### src/rtl/lif_spike_decoder.sv
// lif_spike_decoder: decays a weighted spike trace and counts spikes per window.
// Define LIF_DEC_ISI_EN to add the inter-spike-interval outputs isi/isi_valid.
module lif_spike_decoder #(
    parameter int DECAY_SHIFT  = 1,
    parameter int DECAY_PERIOD = 4,
    parameter int WINDOW       = 16
) (
    input  logic       clk,
    input  logic       rst_n,
    input  logic       ena,
    input  logic       spike,
    input  logic [7:0] weight,
    output logic [7:0] current,
    output logic [7:0] rate,
    output logic       rate_valid,
    output logic [7:0] isi,
    output logic       isi_valid
);
    localparam int PW = DECAY_PERIOD > 1 ? $clog2(DECAY_PERIOD) : 1;
    localparam int WW = $clog2(WINDOW);

    logic [PW-1:0] pre_q, pre_d;
    logic [WW-1:0] win_q, win_d;
    logic [7:0]    trace_q, trace_d, cnt_q, cnt_d, rate_q, rate_d;
    logic          rv_q, rv_d;
    logic          tick, win_last;
    logic [7:0]    dec, t1, cnt_inc;
    logic [8:0]    sum;

    always_comb begin
        tick     = pre_q == PW'(DECAY_PERIOD - 1);
        pre_d    = tick ? '0 : pre_q + 1'b1;
        dec      = trace_q >> DECAY_SHIFT;
        // Once the shift rounds to zero, step down by one so the trace always drains
        t1       = !tick ? trace_q : (dec != 8'd0 ? trace_q - dec : (trace_q != 8'd0 ? trace_q - 8'd1 : 8'd0));
        sum      = {1'b0, t1} + {1'b0, weight};
        trace_d  = !spike ? t1 : (sum[8] ? 8'hff : sum[7:0]);
        win_last = win_q == WW'(WINDOW - 1);
        win_d    = win_last ? '0 : win_q + 1'b1;
        cnt_inc  = (spike && cnt_q != 8'hff) ? cnt_q + 8'd1 : cnt_q;
        cnt_d    = win_last ? 8'd0 : cnt_inc;
        rate_d   = win_last ? cnt_inc : rate_q;
        rv_d     = ena && win_last;
    end

    always_ff @(posedge clk or negedge rst_n) begin
        if (!rst_n) begin
            pre_q   <= '0;
            win_q   <= '0;
            trace_q <= 8'd0;
            cnt_q   <= 8'd0;
            rate_q  <= 8'd0;
            rv_q    <= 1'b0;
        end else begin
            rv_q <= rv_d;
            if (ena) begin
                pre_q   <= pre_d;
                win_q   <= win_d;
                trace_q <= trace_d;
                cnt_q   <= cnt_d;
                rate_q  <= rate_d;
            end
        end
    end

    assign current    = trace_q;
    assign rate       = rate_q;
    assign rate_valid = rv_q;

`ifdef LIF_DEC_ISI_EN
    logic [7:0] ivl_q, ivl_d, isi_q, isi_d;
    logic       seen_q, seen_d, iv_q, iv_d;

    always_comb begin
        seen_d = seen_q | spike;
        ivl_d  = spike ? 8'd0 : ((seen_q && ivl_q != 8'hff) ? ivl_q + 8'd1 : ivl_q);
        isi_d  = (spike && seen_q) ? (ivl_q == 8'hff ? 8'hff : ivl_q + 8'd1) : isi_q;
        iv_d   = ena && spike && seen_q;
    end

    always_ff @(posedge clk or negedge rst_n) begin
        if (!rst_n) begin
            ivl_q  <= 8'd0;
            isi_q  <= 8'd0;
            seen_q <= 1'b0;
            iv_q   <= 1'b0;
        end else begin
            iv_q <= iv_d;
            if (ena) begin
                ivl_q  <= ivl_d;
                isi_q  <= isi_d;
                seen_q <= seen_d;
            end
        end
    end

    assign isi       = isi_q;
    assign isi_valid = iv_q;
`else
    assign isi       = 8'd0;
    assign isi_valid = 1'b0;
`endif
endmodule

### config.mk
export PLATFORM = sky130hd
export DESIGN_NAME = lif_spike_decoder
export DESIGN_NICKNAME = d
export VERILOG_FILES = /design/src/rtl/lif_spike_decoder.sv
export SDC_FILE = /design/constraint.sdc
export NUM_CORES = 1
export LEC_CHECK = 0
export ABC_CLOCK_PERIOD_IN_PS = 3300
export CAP_MARGIN = 20
export CORE_MARGIN = 2
export CORE_UTILIZATION = 58
export DETAILED_ROUTE_END_ITERATION = 10
export DONT_BUFFER_PORTS = 1
export MAX_ROUTING_LAYER = met4
export PLACE_DENSITY = 0.76
export SLEW_MARGIN = 20
export SYNTH_ARGS = -nofsm -noshare
export SYNTH_HDL_FRONTEND = slang
export SYNTH_SLANG_ARGS = --single-unit
### constraint.sdc
create_clock -name clk -period 3.3 [get_ports clk]
set_input_delay 0.66 -clock clk [delete_from_list [all_inputs] [get_ports clk]]
set_output_delay 0.66 -clock clk [all_outputs]
set_load 0.05 [all_outputs]
==> run_results.csv <==
group,metric,value,unit
run_status,status,"completed",
yosys,ys_warn_count,0,
cts,cts_hold_buf,0,
cts,htree_levels,2,
critical_path,r2r_cells,14,
cts,cts_tree,"yes",
sta,setup_viol,0,
cells_and_area,area_delta_synth_final,21.03,%
sta,fin_crit,3.241,ns
critical_path,cp_common_cell,"ha_4",
pwr,ir_worst_vdd,0.7346,mV
sta,finalMaxSlewViolations,0,
cells_and_area,final_cell_count_no_fill,381,
pwr,p_total,3.930,mW
placed_design,port_buffers,0,
sta,fin_tns_setup,0,ns
cts,cts_root_buf,"clkbuf_8",
floorplan,dieArea,5067,sq um
cells_and_area,final_core_util,72.76,%
yosys,syn_avg_cell_area,8.903,sq um
critical_path,r2r_end,"current[3]",
global_route,grt_max_degree,32,
cts,cts_buffers,5,
floorplan,fp.coreArea,4354,sq um
critical_path,path_delay_family,"compound AO/OA/AOI/OAI gates",
floorplan,die_y,71.18,um
placed_design,gp_congestion,0.8971,
critical_path,cp_num_buf_inv,2,
yosys,async_flop_share,100.0,%
floorplan,fp.dieW,71.18,um
placed_design,dpl.hpwl,4.473,mm
critical_path,r2r_setup_slack,0.06,ns
global_route,grt_pass1_vias,2159,
yosys,synthDistinctLibCells,57,
detailed_routing,vias,2302,
placed_design,dp_cells,364,
critical_path,crit_arrival,3.41,ns
detailed_routing,wire_per_inst,16.62,um
global_route,antenna_found_initial,0,
detailed_routing,ant_nets,0,
cts,clkTransAtPathRegs,0.07,ns
yosys,synthFlopType,"dfrtp_1",
yosys,synth-edff-count,0,
critical_path,reg2reg_from,"current[0]",
global_route,gr-total-overflow,0,
critical_path,critPathLaunchType,"flip-flop",
pwr,power_density,1241,nW/um^2
critical_path,critPathKind,"flip-flop to flip-flop",
worst_hold_path,holdCritPathClass,"input pin to async pin",
yosys,ys_seq_area_share,29.64,%
global_route,groute.usage.overall,26.56,%
yosys,netlist_area,2618,sq um
critical_path,cp.required,3.47,ns
cells_and_area,final_nets,371,
sta,post-route-period-util,98.21,%
floorplan,io_pins,38,
detailed_routing,via_per_inst,6.042,
sta,clock.fmax,308.6,MHz
cts,cts_sinks,31,
global_route,grt_first_pass_wirelength,10.37,mm
yosys,synth_seq_cells,31,
critical_path,cp_max_fo,6,
detailed_routing,drt_iter0_drc,181,
detailed_routing,routed_wl,6.334,mm
yosys,synthCells,294,
critical_path,slowest_delay,0.42,ns
cts,cts_buffer_depth,2,
sta,skew,0.002838,ns
cells_and_area,layout-drive-gt1-share,31.31,%
floorplan,rows,24,
sta,hold_viol,0,
detailed_routing,dr.pass1.iters,5,
critical_path,worstPathCellList,"inv_4, ha_4, inv_2, fa_2, nor2b_4, o21ba_2, o2111ai_1, o2111ai_2, ha_4, a21o_1, a31o_4, a221o_2, o221ai_2, o21ai_1",
critical_path,slowest_stage,"dfrtp_2",
cts,clk_latency,0.29,ns
detailed_routing,remaining_drc_errors,0,
cells_and_area,antenna_cells,0,
flow_run,maxCapViolations,0,
pwr,leakage,1.430,nW
floorplan,start_util,60.11,%
critical_path,cp-end-kind,"flip-flop",
## where the power goes
part           internal [mW]  switching (mW)  leakage (nW)
Combinational           1.30            1.52         0.975
Sequential             0.499           0.161         0.389
Clock                  0.302           0.146        0.0654
Total                   2.10            1.83          1.43
## cells by family (layout without fill, tap and decap cells)
logic type / count (synthesis) / in the layout / share of synthesized area [%]
AO/OA/AOI/OAI: 86 / 86 / 23.28
XOR/XNOR: 15 / 15 / 5.019
adder cells (fa/ha/maj): 31 / 31 / 15.39
buffers and inverters: 39 / 66 / 7.982
flip-flops: 31 / 31 / 29.64
multiplexers: 6 / 6 / 2.486
other: 1 / 9 / 0.1433
AND/OR/NAND/NOR: 85 / 85 / 16.06
## metrics by stage
stage	area, sq um	setup WS [ns]	hold WS, ns
finish	3168	0.05907	0.05948
detailed placement	2813	0.01617	0.3649
global placement	2813	0.07566	0.3650
global route	3168	-0.03422	0.05328
CTS	2954	0.004123	0.05568
floorplan	2664	0.01111	0.3644
## worst max-delay path by stage
stage	from	endpoint	slack (ns)	cells past startpoint
floorplan	current[0]	current[4]	0.01	13
global placement	current[0]	current[0]	0.08	13
detailed placement	current[0]	current[3]	0.02	13
CTS	current[1]	current[5]	0.004	13
global route	current[0]	current[3]	-0.03	14
finish	current[0]	current[3]	0.06	14
## sequential cells by signal (all words and copies together), names as in the netlist
signal	count
cnt_q	8
current	8
pre_q	2
rate	8
rate_valid	1
win_q	4
## timing repair
item,in CTS,in global routing
pin swaps,5,20
setup endpoints to repair,4,8
resized for setup,4,43
setup buffers,0,9
## routing by layer
metal	global-route usage [%]	part of all wire [%]
met4	7.547	0.99
met3	5.271	5.8
met5	-	0
met2	41.05	51
met1	35.57	42
## cell type report
class                   count  area [sq um]
well taps                  52         65.06
clock inverters             2         60.06
repair buffers             38         289.0
clock buffers               6         72.57
inverters                  20         77.57
flip-flops and latches     31         785.8
multi-input cells         232          1818
fillers                   334          1186
## synth_stat cells, drive strengths merged, types with 5 or more instances
master / number / share of area (%)
o211ai: 6 / 1.9
xnor2: 12 / 4.0
nor2: 22 / 3.3
buf: 11 / 3.2
nand2b: 5 / 1.2
a21oi: 11 / 2.1
inv: 20 / 2.9
ha: 29 / 14
nand2: 28 / 4.0
a22o: 6 / 2.0
o221ai: 5 / 1.7
o21ai: 27 / 5.2
clkbuf: 8 / 1.9
dfrtp: 31 / 30
nand3: 9 / 1.7
## placed cells by master (no fill, tap or decap), drive strengths merged, types with 5 or more instances in the layout
| cell | instances |
|---|---|
| buf | 38 |
| dfrtp | 31 |
| ha | 29 |
| nand2 | 28 |
| o21ai | 27 |
| nor2 | 22 |
| inv | 20 |
| xnor2 | 12 |
| a21oi | 11 |
| nand3 | 9 |
| conb | 9 |
| a22o | 6 |
| o211ai | 6 |
| clkbuf | 6 |
| nand2b | 5 |
| o221ai | 5 |
Power figures use the tool's default switching activity.
